--- config.mk ---
export PLATFORM = sky130hd
export DESIGN_NAME = rv32_instr_encoder
export DESIGN_NICKNAME = d
export VERILOG_FILES = /design/src/rtl/rv32_pkg.sv /design/src/rtl/rv_skid_buffer.sv /design/src/rtl/rv32_instr_encoder.sv
export SDC_FILE = /design/constraint.sdc
export NUM_CORES = 1
export LEC_CHECK = 0
export ABC_CLOCK_PERIOD_IN_PS = 6300
export CORE_MARGIN = 3
export CORE_UTILIZATION = 53
export DETAILED_ROUTE_END_ITERATION = 10
export PLACE_DENSITY = 0.84
export SLEW_MARGIN = 25
export SYNTH_ARGS = -nofsm -noshare
export SYNTH_HDL_FRONTEND = slang
export SYNTH_SLANG_ARGS = --single-unit
--- constraint.sdc ---
create_clock -name clk -period 6.3 [get_ports clk]
set_clock_uncertainty 0.05 [all_clocks]
set_input_delay 0.945 -clock clk [delete_from_list [all_inputs] [get_ports clk]]
set_output_delay 0.945 -clock clk [all_outputs]
set_load 0.01 [all_outputs]
--- src/rtl/rv32_pkg.sv ---
// Shared RV32I constants: instruction type codes (common with instruction_decoder),
// major opcodes and a sign-extension range helper.
package rv32_pkg;

    typedef enum logic [2:0] {
        TYPE_UNK = 3'd0,
        TYPE_R   = 3'd1,
        TYPE_I   = 3'd2,
        TYPE_S   = 3'd3,
        TYPE_B   = 3'd4,
        TYPE_U   = 3'd5,
        TYPE_J   = 3'd6,
        TYPE_SYS = 3'd7
    } rv_type_e;

    localparam logic [6:0] OPC_OP     = 7'b0110011;
    localparam logic [6:0] OPC_OPIMM  = 7'b0010011;
    localparam logic [6:0] OPC_LOAD   = 7'b0000011;
    localparam logic [6:0] OPC_JALR   = 7'b1100111;
    localparam logic [6:0] OPC_STORE  = 7'b0100011;
    localparam logic [6:0] OPC_BRANCH = 7'b1100011;
    localparam logic [6:0] OPC_LUI    = 7'b0110111;
    localparam logic [6:0] OPC_AUIPC  = 7'b0010111;
    localparam logic [6:0] OPC_JAL    = 7'b1101111;
    localparam logic [6:0] OPC_SYSTEM = 7'b1110011;

    localparam int ENC_W = 33;

    // True when v is the sign-extension of its low nbits bits.
    function automatic logic fits_signed(input logic [31:0] v, input int unsigned nbits);
        logic [31:0] m;
        m = 32'hFFFF_FFFF << (nbits - 1);
        return ((v & m) == m) || ((v & m) == 32'h0);
    endfunction

endpackage

--- src/rtl/rv_skid_buffer.sv ---
// Two-entry valid/ready buffer with registered outputs; ready is derived only
// from occupancy so it never depends combinationally on the downstream ready.
module rv_skid_buffer #(
    parameter int W = 33
) (
    input  logic         clk,
    input  logic         rst_n,
    input  logic         i_valid,
    output logic         o_ready,
    input  logic [W-1:0] i_data,
    output logic         o_valid,
    input  logic         i_ready,
    output logic [W-1:0] o_data
);

    logic [W-1:0] r_head;
    logic [W-1:0] r_tail;
    logic [1:0]   r_cnt;

    logic w_push;
    logic w_pop;

    assign o_ready = (r_cnt != 2'd2);
    assign o_valid = (r_cnt != 2'd0);
    assign o_data  = r_head;

    assign w_push = i_valid && o_ready;
    assign w_pop  = o_valid && i_ready;

    always_ff @(posedge clk or negedge rst_n) begin
        if (!rst_n) begin
            r_head <= '0;
            r_tail <= '0;
            r_cnt  <= 2'd0;
        end else begin
            case ({w_push, w_pop})
                2'b10: begin
                    if (r_cnt == 2'd0) begin
                        r_head <= i_data;
                    end else begin
                        r_tail <= i_data;
                    end
                    r_cnt <= r_cnt + 2'd1;
                end
                2'b01: begin
                    r_head <= r_tail;
                    r_cnt  <= r_cnt - 2'd1;
                end
                2'b11: begin
                    // Occupancy holds; the new word lands behind whatever remains.
                    if (r_cnt == 2'd1) begin
                        r_head <= i_data;
                    end else begin
                        r_head <= r_tail;
                        r_tail <= i_data;
                    end
                end
                default: begin
                end
            endcase
        end
    end

endmodule

--- src/rtl/rv32_instr_encoder.sv ---
// RV32I field-bundle to instruction-word encoder with legality check and a
// 2-entry output buffer. Optional statistics counters under RV_ENC_STATS_EN.
module rv32_instr_encoder
    import rv32_pkg::*;
#(
    parameter logic [31:0] ILLEGAL_WORD  = 32'h0000_0000,
    parameter int          STRICT_OPCODE = 1
`ifdef RV_ENC_STATS_EN
   ,parameter int          CNT_W         = 16
`endif
) (
    input  logic        clk,
    input  logic        rst_n,
    input  logic        in_valid,
    output logic        in_ready,
    input  logic [2:0]  in_type,
    input  logic [6:0]  in_opcode,
    input  logic [4:0]  in_rd,
    input  logic [2:0]  in_funct3,
    input  logic [4:0]  in_rs1,
    input  logic [4:0]  in_rs2,
    input  logic [6:0]  in_funct7,
    input  logic [31:0] in_imm,
    output logic        out_valid,
    input  logic        out_ready,
    output logic [31:0] out_instr,
    output logic        out_err
`ifdef RV_ENC_STATS_EN
   ,output logic [CNT_W-1:0] cnt_ok
   ,output logic [CNT_W-1:0] cnt_err
`endif
);

    // Returns {err, word}; the word is replaced by ILLEGAL_WORD on any failure.
    function automatic logic [ENC_W-1:0] encode(
        input logic [2:0]  t,
        input logic [6:0]  opc,
        input logic [4:0]  rd,
        input logic [2:0]  f3,
        input logic [4:0]  rs1,
        input logic [4:0]  rs2,
        input logic [6:0]  f7,
        input logic [31:0] imm
    );
        logic [31:0] w;
        logic        legal;
        logic        opc_ok;
        w      = 32'h0;
        legal  = 1'b0;
        opc_ok = 1'b0;
        case (t)
            TYPE_R: begin
                w      = {f7, rs2, rs1, f3, rd, opc};
                legal  = 1'b1;
                opc_ok = (opc == OPC_OP);
            end
            TYPE_I: begin
                w      = {imm[11:0], rs1, f3, rd, opc};
                legal  = fits_signed(imm, 12);
                opc_ok = opc inside {OPC_OPIMM, OPC_LOAD, OPC_JALR};
            end
            TYPE_S: begin
                w      = {imm[11:5], rs2, rs1, f3, imm[4:0], opc};
                legal  = fits_signed(imm, 12);
                opc_ok = (opc == OPC_STORE);
            end
            TYPE_B: begin
                w      = {imm[12], imm[10:5], rs2, rs1, f3, imm[4:1], imm[11], opc};
                legal  = fits_signed(imm, 13) && !imm[0];
                opc_ok = (opc == OPC_BRANCH);
            end
            TYPE_U: begin
                w      = {imm[31:12], rd, opc};
                legal  = (imm[11:0] == 12'h000);
                opc_ok = opc inside {OPC_LUI, OPC_AUIPC};
            end
            TYPE_J: begin
                w      = {imm[20], imm[10:1], imm[11], imm[19:12], rd, opc};
                legal  = fits_signed(imm, 21) && !imm[0];
                opc_ok = (opc == OPC_JAL);
            end
            TYPE_SYS: begin
                w      = {imm[11:0], rs1, f3, rd, opc};
                legal  = fits_signed(imm, 12);
                opc_ok = (opc == OPC_SYSTEM);
            end
            default: begin
                w      = 32'h0;
                legal  = 1'b0;
                opc_ok = 1'b0;
            end
        endcase
        if (STRICT_OPCODE == 0) begin
            opc_ok = 1'b1;
        end
        if (legal && opc_ok) begin
            return {1'b0, w};
        end
        return {1'b1, ILLEGAL_WORD};
    endfunction

    logic [ENC_W-1:0] w_enc;
    logic [ENC_W-1:0] w_out_data;

    assign w_enc = encode(in_type, in_opcode, in_rd, in_funct3,
                          in_rs1, in_rs2, in_funct7, in_imm);

    rv_skid_buffer #(
        .W (ENC_W)
    ) u_buf (
        .clk     (clk),
        .rst_n   (rst_n),
        .i_valid (in_valid),
        .o_ready (in_ready),
        .i_data  (w_enc),
        .o_valid (out_valid),
        .i_ready (out_ready),
        .o_data  (w_out_data)
    );

    assign out_err   = w_out_data[ENC_W-1];
    assign out_instr = w_out_data[31:0];

`ifdef RV_ENC_STATS_EN
    logic [CNT_W-1:0] r_cnt_ok;
    logic [CNT_W-1:0] r_cnt_err;
    logic             w_deliver;

    assign w_deliver = out_valid && out_ready;

    always_ff @(posedge clk or negedge rst_n) begin
        if (!rst_n) begin
            r_cnt_ok  <= '0;
            r_cnt_err <= '0;
        end else if (w_deliver) begin
            if (!out_err && (r_cnt_ok != {CNT_W{1'b1}})) begin
                r_cnt_ok <= r_cnt_ok + CNT_W'(1);
            end
            if (out_err && (r_cnt_err != {CNT_W{1'b1}})) begin
                r_cnt_err <= r_cnt_err + CNT_W'(1);
            end
        end
    end

    assign cnt_ok  = r_cnt_ok;
    assign cnt_err = r_cnt_err;
`endif

endmodule
==> flow_summary_export.csv, run 1 <==
group,metric,value,unit
cts,clk_latency,0.33,ns
synthesis,syn-num-nets,502,
critical_path,slowest_delay,0.79,ns
synthesis,synth_area,0.003983,mm²
detailed_routing,drtIter0Drc,506,
global_route,grt_pass1_vias,3511,
timing,finalSetupViolations,0,
critical_path,r2r_setup_slack,3.62,ns
synthesis,netlist_instances,425,
floorplanning,placementRows,30,
cts,cts_htree_levels,3,
critical_path,crit_start,"in_type[1]",
critical_path,critPathCaptureType,"flop",
cells_and_area,antenna_cells,0,
floorplanning,die-area,0.008591,mm²
hold_path,min_path_type,"flop to flop",
power,p_leak,2.141,nW
detailed_routing,drtPass1Iterations,6,
timing,tightest_slew,0.7978,ns
floorplanning,die_w,92.69,µm
floorplanning,fp.coreArea,0.007019,mm²
detailed_routing,finalWirelength,10.86,mm
timing,rsz0062_at_grt,"false",
global_route,grt_pass1_wl,17.31,mm
critical_path,worstReg2RegEnd,"u_buf.r_tail[32]",
detailed_routing,vias,3846,
synthesis,ys_warn_count,0,
synthesis,ys_types,45,
critical_path,reg2reg_depth,10,
timing,hold_viol_final,0,
synthesis,ys_ff_latch,68,
placed_design,dpl_cell_area,0.005066,mm²
detailed_routing,ant_nets,0,
cells_and_area,final_nets,590,
floorplanning,start_util,56.74,%
cts,cts_setup_buffers,0,
detailed_routing,wl_per_cell,17.71,µm
cells_and_area,drive_gt1_share,7.930,%
critical_path,crit_path_cell_trace,"clkdlybuf4s50_1 -> nand2b_1 -> a22oi_1 -> o32a_1 -> nor3_1 -> o22ai_4 -> buf_4 -> o31ai_1",
synthesis,synth_edf_count,0,
timing,final.period_utilization,54.41,%
hold_path,min_delay_path_depth,2,
critical_path,crit_buf_inv,2,
cts,holdBufCountCts,0,
detailed_routing,drc,0,
hold_path,min_from,"u_buf.r_tail[10]",
placed_design,dp_hpwl,7.621,mm
critical_path,crit_fanout,26,
cells_and_area,post-route-util,75.19,%
global_route,grt_usage,25.41,%
cts,clkTransAtPathRegs,0.06,ns
timing,finalSetupTns,0,ns
cells_and_area,regArea,0.001702,mm²
global_route,grt_start_max_net_pins,69,
cts,cts_made_buffers,9,
critical_path,crit_family,"buffers and inverters",
cts,cts.path.max_buffers,2,
timing,fmaxAchievable,0.2917,GHz
power,ir_drop,0.1614,mV
power,p_per_area,229.4,mW/mm²
timing,max_slew_margin,46.81,%
global_route,grt_overflow_total,0,
global_route,antenna_found_initial,0,
outcome,status,"finished, final reports clean",
critical_path,setup.worst_path.start_class,"primary input",
critical_path,criticalPathCategory,"primary input to flop",
synthesis,synth_top_flop_cell,"dfrtp_1",
cts,cts_tree,"built",
critical_path,r2r_start,"u_buf.r_cnt[0]",
timing,fin_crit,3.428,ns
cts,cts_resized,0,
cells_and_area,fill_cells,525,
placed_design,port_buffers,105,
cts,cts_sinks,68,
critical_path,cp_data_required_time,6.47,ns
synthesis,avgSynthCellArea,9.371,µm²
placed_design,gp_congestion,0.9886,
floorplanning,io_pins,106,
job,cap_violations,0,
cells_and_area,multiInputGateArea,0.002056,mm²
critical_path,worstPathArrival,3.60,ns
synthesis,synthArstFlopShare,100.0,%
cts,cts_root_buf,"clkbuf_8",
hold_path,hold_end,"u_buf.r_tail[10]",
floorplanning,die_y,92.69,µm
synthesis,seq_area_frac_synth,42.73,%
cells_and_area,area_growth,32.52,%
detailed_routing,via_per_inst,6.274,
critical_path,slowest_stage,"clkdlybuf4s50_1",
cells_and_area,final_cell_area,0.005278,mm²
timing,drv_slew,0,
tightest hold or removal path: stages, from the launching register on:
cell     delay [ns]
dfrtp_1        0.34
nand2_1        0.05
o31ai_1        0.05
layout by cell type (no fill, tap or decap), types with 2 or more instances in the layout:
| master | Yosys | layout |
|---|---|---|
| ha_1 | 6 | 6 |
| nor2_1 | 14 | 13 |
| clkbuf_8 | 0 | 10 |
| o31ai_1 | 50 | 49 |
| nor3b_1 | 4 | 4 |
| a21oi_1 | 25 | 24 |
| o221ai_1 | 8 | 8 |
| a222oi_1 | 10 | 10 |
| inv_1 | 20 | 20 |
| nor3_1 | 3 | 3 |
| clkdlybuf4s50_1 | 0 | 104 |
| xnor2_1 | 2 | 2 |
| nand2_1 | 48 | 48 |
| a31oi_1 | 3 | 3 |
| nand3_1 | 4 | 4 |
| o31ai_2 | 11 | 11 |
| a22o_1 | 4 | 4 |
| dfrtp_1 | 68 | 68 |
| nor2b_1 | 10 | 10 |
| nand2b_1 | 3 | 3 |
| a221oi_1 | 2 | 2 |
| a21o_1 | 8 | 8 |
| buf_4 | 1 | 9 |
| o21ai_0 | 16 | 16 |
| mux2i_1 | 5 | 5 |
| clkbuf_1 | 22 | 3 |
| a22oi_1 | 34 | 34 |
| nor4_1 | 8 | 8 |
| nand4_1 | 5 | 5 |
| o211ai_1 | 2 | 2 |
per-layer routing:
metal | wire length, µm | vias to the layer above | track usage (%)
met5 | 0 | - | 0
met4 | 152 | 0 | 7.448
met3 | 926 | 14 | 3.574
met2 | 5066 | 205 | 40.42
met1 | 4712 | 1826 | 36.34
li1 | - | 1801 | -
power breakdown:
| group | switching [W] | internal, W | total (W) | leakage, nW |
|---|---|---|---|---|
| clock | 0.000147 | 0.000191 | 0.000338 | 0.0935 |
| combinational | 0.000276 | 0.000140 | 0.000416 | 1.11 |
| sequential | 0.00000818 | 0.000449 | 0.000457 | 0.938 |
| total | 0.000431 | 0.000780 | 0.00121 | 2.14 |
flip-flops by register name (all words and copies together) (netlist names):
register / flops
u_buf.o_data: 33
u_buf.r_tail: 33
u_buf.r_cnt: 2
Yosys cell counts (4+ instances only):
master / number / area (µm²)
ha_1: 6 / 75.07
a22oi_1: 34 / 255.2
a22o_1: 4 / 35.03
o31ai_2: 11 / 137.6
o21ai_0: 16 / 80.08
buf_1: 5 / 18.77
o31ai_1: 50 / 375.4
buf_2: 6 / 30.03
a222oi_1: 10 / 100.1
dfrtp_1: 68 / 1702
nand3_1: 4 / 20.02
nand4_1: 5 / 31.28
nor3b_1: 4 / 30.03
mux2i_1: 5 / 50.05
nand2_1: 48 / 180.2
a21o_1: 8 / 60.06
o221ai_1: 8 / 70.07
nor2b_1: 10 / 62.56
nor4_1: 8 / 50.05
clkbuf_1: 22 / 82.58
a21oi_1: 25 / 125.1
nor2_1: 14 / 52.55
buf_6: 4 / 45.04
inv_1: 20 / 75.07
kinds of logic after synthesis:
kind of cell / synth area share (%)
compound gates: 33.62
simple gates: 12.72
flops: 42.73
buf+inv: 6.503
mux: 2.105
fa+ha+maj: 1.885
xor+xnor: 0.4399
final cells by class:
type                            instances  share of cell area, %
Clock buffer                           13                  2.821
Clock inverter                          2                 0.6638
Inverter                               20                  1.422
Multi-Input combinational cell        299                  38.95
Sequential cell                        68                  32.24
Tap cell                               96                  2.276
Timing Repair Buffer                  115                  21.62
how the worst max path moves through the flow:
stage	to	slack (ns)	cells past startpoint
after CTS	u_buf.o_data[22]	2.51	8
final	u_buf.o_data[22]	2.87	8
after global routing	u_buf.o_data[22]	2.73	8
after detailed placement	u_buf.r_tail[25]	2.17	8
after floorplan	u_buf.r_tail[11]	3.78	7
after global placement	u_buf.o_data[1]	2.27	8
per-stage QoR:
step	hold WS (ns)	setup WS (ns)	total power, W	instances
CTS	0.4319	2.509	0.001215	612
floorplan	0.3994	3.783	0.0007150	425
global route	0.4431	2.730	0.001276	613
finish	0.4281	2.872	0.001211	613
detailed placement	0.4168	2.166	0.0008788	597
global placement	0.4100	2.274	0.0008687	597
No activity file was read; power rests on OpenSTA's default activity.
==> run 2: changes to the inputs <==
- ABC_CLOCK_PERIOD_IN_PS: 6300 -> 3100
- CORE_UTILIZATION: 53 -> 44
- PLACE_DENSITY: 0.84 -> 0.75
- clock period: 6.3 -> 3.1 ns (I/O delays scaled with it)
==> flow_summary_export.csv, run 2 (synthesis results as in run 1) <==
group,metric,value,unit
outcome,status,"finished, final reports clean",
cells_and_area,multiInputGateArea,0.002056,mm²
timing,holdWs,0.2545,ns
timing,rsz0062_at_grt,"false",
detailed_routing,drtIter0Drc,380,
detailed_routing,vias,3839,
hold_path,min_path_type,"primary input to asynchronous set/reset pin",
power,ir_drop,0.2865,mV
power,p_int,0.001533,W
job,cap_violations,0,
critical_path,criticalPathCategory,"flop to flop",
global_route,antenna_found_initial,0,
timing,final.period_utilization,85.56,%
floorplanning,start_util,45.45,%
cts,cts_resized,0,
global_route,grt_pass1_vias,3652,
cts,cts_made_buffers,9,
cts,clkTransAtPathRegs,0.07,ns
cells_and_area,layoutNonFillerInstCount,631,
power,pwr-share-seq,37.6,%
floorplanning,fp.coreArea,0.008763,mm²
detailed_routing,via_per_inst,6.084,
detailed_routing,wl_per_cell,18.18,µm
cells_and_area,final_nets,595,
critical_path,setup.worst_path.start_class,"flop",
floorplanning,die_w,101.1,µm
cts,cts_tree,"built",
critical_path,endpoint,"u_buf.o_data[11]",
cts,cts.path.max_buffers,2,
critical_path,reg2reg_depth,11,
cells_and_area,fill_cells,770,
critical_path,crit_start,"u_buf.r_cnt[0]",
critical_path,worstReg2RegEnd,"u_buf.o_data[11]",
power,clkPwrFrac,25.9,%
cts,cts_htree_levels,3,
cells_and_area,area_growth,33.90,%
placed_design,dp_hpwl,8.481,mm
power,p_leak,2.168,nW
timing,drv_slew,0,
timing,fin_ws,0.4477,ns
timing,max_slew_margin,43.29,%
cells_and_area,regArea,0.001702,mm²
detailed_routing,drc,0,
critical_path,worstPathArrival,2.84,ns
critical_path,r2r_start,"u_buf.r_cnt[0]",
floorplanning,die-area,0.01023,mm²
timing,fmaxAchievable,0.3770,GHz
critical_path,crit_fanout,21,
global_route,grt_start_max_net_pins,69,
global_route,grt_usage,22.90,%
critical_path,critPathCaptureType,"flop",
cts,cts_setup_buffers,0,
detailed_routing,finalWirelength,11.47,mm
placed_design,placed_cells,615,
cts,cts_sinks,68,
floorplanning,placementRows,34,
cts,holdBufCountCts,0,
power,power_frac_comb,36.4,%
placed_design,gp_congestion,0.8651,
timing,hold_viol_final,0,
global_route,grt_overflow_total,0,
cells_and_area,final_common_cell,"clkdlybuf4s50_1",
placed_design,dp_worst_setup_slack,0.1784,ns
detailed_routing,ant_nets,0,
power,p_per_area,462.2,mW/mm²
global_route,grt_pass1_wl,18.49,mm
placed_design,port_buffers,105,
timing,tightest_slew,0.8507,ns
floorplanning,die_y,101.1,µm
timing,finalSetupTns,0,ns
critical_path,cp_data_required_time,3.29,ns
cells_and_area,drive_gt1_share,9.369,%
power,switching_share,37.79,%
timing,finalSetupViolations,0,
cells_and_area,antenna_cells,0,
floorplanning,io_pins,106,
cts,clk_latency,0.35,ns
timing,fin_crit,2.652,ns
critical_path,r2r_setup_slack,0.45,ns
cells_and_area,mostFrequentLayoutCells,"clkdlybuf4s50_1, dfrtp_1, o31ai_1",
cts,cts_root_buf,"clkbuf_8",
power,p_switching,0.0009315,W
detailed_routing,drtPass1Iterations,6,
==> run 2: cell count changes in the layout (fill, tap and decap cells not counted), sizes merged <==
| cell | previous run | this run |
|---|---|---|
| buf | 11 | 16 |
| clkinv | 1 | 4 |
| clkbuf | 13 | 11 |
| bufinv | 1 | 0 |
| clkinvlp | 0 | 1 |
==> run 2: stage by stage <==
step / total power (W) / utilization (%) / area, µm²
after floorplan: 0.001453 / - / 3983
after global placement: 0.001813 / 58.92 / 5164
after detailed placement: 0.001835 / 58.92 / 5164
after CTS: 0.002465 / 60.85 / 5333
after global routing: 0.002595 / 60.85 / 5333
final: 0.002465 / 60.85 / 5333
==> run 2: layout make-up <==
| class | instances | area share [%] |
|---|---|---|
| Multi-Input combinational cell | 299 | 38.55 |
| Sequential cell | 68 | 31.91 |
| Timing Repair Buffer | 120 | 22.43 |
| Clock buffer | 11 | 2.651 |
| Tap cell | 108 | 2.534 |
| Inverter | 20 | 1.408 |
| Clock inverter | 5 | 0.5162 |
==> run 2: how the worst min path moves through the flow <==
stage                             endpoint  slack [ns]  depth (start not counted)
after floorplan            u_buf.o_data[0]        0.12                          0
after global placement    u_buf.r_tail[27]        0.41                          2
after detailed placement  u_buf.r_tail[12]        0.42                          2
after CTS                 u_buf.o_data[30]        0.28                          2
after global routing       u_buf.o_data[6]        0.32                          2
final                     u_buf.o_data[27]        0.25                          2
==> run 2: critical path, cell delays in order, from the launching register on <==
cell and delay [ns]:
dfrtp_1 0.39, inv_1 0.07, ha_1 0.25, inv_1 0.08, nand2_1 0.10, inv_1 0.17, ha_1 0.24, nand2_1 0.09
a21oi_1 0.32, o31ai_4 0.26, buf_12 0.23, o31ai_1 0.27
==> run 2: power by group through the flow <==
stage,registers (W),logic (W),clock network (W)
5_1_grt,0.000931,0.000975,0.000689
3_5_place_dp,0.000945,0.000891,0
2_1_floorplan,0.000946,0.000507,0
6_report,0.000928,0.000898,0.000639
3_3_place_gp,0.000943,0.000869,0
4_1_cts,0.000928,0.000892,0.000646
==> run 2: per-layer routing <==
| metal | part of all wire (%) | routed length [µm] | global-route usage, % |
|---|---|---|---|
| met1 | 45 | 5155 | 33.74 |
| met2 | 47 | 5403 | 34.46 |
| met3 | 6.6 | 757 | 4.339 |
| met4 | 1.4 | 156 | 6.646 |
| met5 | 0 | 0 | 0 |
==> run 3: changes to the inputs <==
- ABC_CLOCK_PERIOD_IN_PS: 3100 -> unset
==> results of run 3 <==
Same layout as run 2: the final DEF is identical, and so are final timing and power.
==> RTL edit (settings of run 3) <==
Set the parameter `STRICT_OPCODE` to 0 (it was 1).
--- a/src/rtl/rv32_instr_encoder.sv
+++ b/src/rtl/rv32_instr_encoder.sv
@@ -4,7 +4,7 @@
     import rv32_pkg::*;
 #(
     parameter logic [31:0] ILLEGAL_WORD  = 32'h0000_0000,
-    parameter int          STRICT_OPCODE = 1
+    parameter int          STRICT_OPCODE = 0
 `ifdef RV_ENC_STATS_EN
    ,parameter int          CNT_W         = 16
 `endif
Function: changed (Yosys sat finds a counterexample within 4 cycles, from zero or initial values and one cycle with rst_n low).
==> RTL edit against run 3 <==
Worst setup slack got worse by 0.062 ns; critical path depth fell by 2; critical endpoint is now u_buf.o_data[14]; clock power rose by 8.3%; sequential cell count did not move; area after synthesis fell by 0.35%; wire length fell by 7.5%; total power rose by 27%; final area barely moved; non-clock buffer count rose by 1; sequential power rose by 27%; global-route usage fell by 1.6 points.
==> RTL edit: results (changes against run 3) <==
- The met2 track demand over resource in global routing was 33.9% (was 34.5%).
- The placed wire-length estimate after detailed placement came to 7660 um (was 8480 um).
- The via count of the first global-routing pass is 3550 (was 3652).
- The static power due to leakage is 2.19 nW (was 2.17 nW).
- The worst-skew pair later-pin latency is 0.32 ns (was 0.35 ns).
- The post-route clock period utilization was 87.6% (was 85.6%).
- The wire length per cell is 16.3 um (was 18.2 um).
- The highest ir drop seen on vdd is 314 uV (was 286 uV).
- The cell count of the worst reg-to-reg path is 9 (was 11).
- Leading post-synthesis cells by cell area: sky130_fd_sc_hd__dfrtp_1 43%, sky130_fd_sc_hd__nand2_1 8.8%, sky130_fd_sc_hd__a22oi_1 6.2%, sky130_fd_sc_hd__o21ai_0 5.4%, sky130_fd_sc_hd__o31ai_1 4.9% (was sky130_fd_sc_hd__dfrtp_1 43%, sky130_fd_sc_hd__o31ai_1 9.4%, sky130_fd_sc_hd__a22oi_1 6.4%, sky130_fd_sc_hd__nand2_1 4.5%, sky130_fd_sc_hd__o31ai_2 3.5%).
- The number of DRC violations after detailed-routing iteration 0 is 314 (was 380).
- The synthesized netlist net count is 517 (was 502).
- The routed length on met3 is 648 um (was 757 um).
- The internal portion of total power came to 0.00200 W (was 0.00153 W).
- The number of cells after detailed placement is 634 (was 615).
- The filler cell count in the final layout came to 771 (was 770).
- The number of nets at the end of the flow is 614 (was 595).
- The overall routing resource usage is 21.3% (was 22.9%).
- The layout overhead on the synthesized area is 34.3% (was 33.9%).
- The cell area after placement was 5140 um^2 (was 5160 um^2).
- The critical path's slowest cell is sky130_fd_sc_hd__a21oi_2 (was sky130_fd_sc_hd__dfrtp_1).
- Result of the run: finished, final reports clean (unchanged).
- The detailed-router iteration count before antenna repair is 5 (was 6).
- The highest net fanout along the worst path was 20 (was 21).
- The met3 track demand over resource in global routing was 4.08% (was 4.34%).
- Top cell types by occurrence after synthesis: 93 x sky130_fd_sc_hd__nand2_1, 68 x sky130_fd_sc_hd__dfrtp_1, 43 x sky130_fd_sc_hd__o21ai_0, 33 x sky130_fd_sc_hd__a22oi_1, 26 x sky130_fd_sc_hd__o31ai_1 (was 68 x sky130_fd_sc_hd__dfrtp_1, 50 x sky130_fd_sc_hd__o31ai_1, 48 x sky130_fd_sc_hd__nand2_1, 34 x sky130_fd_sc_hd__a22oi_1, 25 x sky130_fd_sc_hd__a21oi_1).
- The fraction of final layout cells with drive strength greater than 1 is 8.87% (was 9.37%).
- The endpoint of the lowest-slack register-to-register path is u_buf.o_data[14] (was u_buf.o_data[11]).
- The worst hold slack after final layout came to 0.285 ns (was 0.255 ns).
## RTL edit: cell types whose count changed after synthesis, sizes merged, moves of 7 or more
| cell | change |
|---|---|
| a21oi | -11 |
| o31ai | -29 |
| o221ai | -7 |
| nor2 | -13 |
| nand2 | +45 |
| mux2i | +10 |
| a222oi | -10 |
| a21o | -8 |
| o21ai | +26 |
| nand2b | +9 |
| a221oi | +12 |
## RTL edit: layout make-up
type / instances / area share [%]
sequential: 68 / 31.9
tap: 108 / 2.53
inverter: 16 / 1.13
multi-input combinational: 321 / 38.5
clock inverter: 5 / 0.986
timing repair buffer: 121 / 22.3
clock buffer: 10 / 2.58
## RTL edit: how the worst max path moves through the flow
stage,cells past startpoint,to,start
final,9,u_buf.o_data[14],u_buf.r_cnt[0]
after global routing,9,u_buf.o_data[14],u_buf.r_cnt[0]
after CTS,9,u_buf.o_data[15],u_buf.r_cnt[0]
after detailed placement,7,u_buf.o_data[15],out_ready
after global placement,6,u_buf.o_data[13],in_valid
after floorplan,12,u_buf.r_tail[12],u_buf.r_cnt[0]
## RTL edit: cells by family (layout without fill, tap and decap cells)
kind of cell | count (synthesis) | in the layout | synth area share, %
adders and majority gates | 6 | 6 | 1.89
buffers and inverters | 51 | 152 | 5.80
AOI/OAI and AO/OA | 159 | 159 | 28.0
xor gates and xnor gates | 2 | 2 | 0.441
muxes | 21 | 21 | 5.49
and+or+nand+nor | 133 | 133 | 15.5
DFF | 68 | 68 | 42.9
## RTL edit: power by group through the flow
stage	clock [W]	combinational, W	sequential [W]
global placement	0	0.00124	0.00119
CTS	0.000710	0.00128	0.00118
finish	0.000692	0.00127	0.00118
global route	0.000750	0.00140	0.00120
detailed placement	0	0.00127	0.00119
floorplan	0	0.000681	0.00121
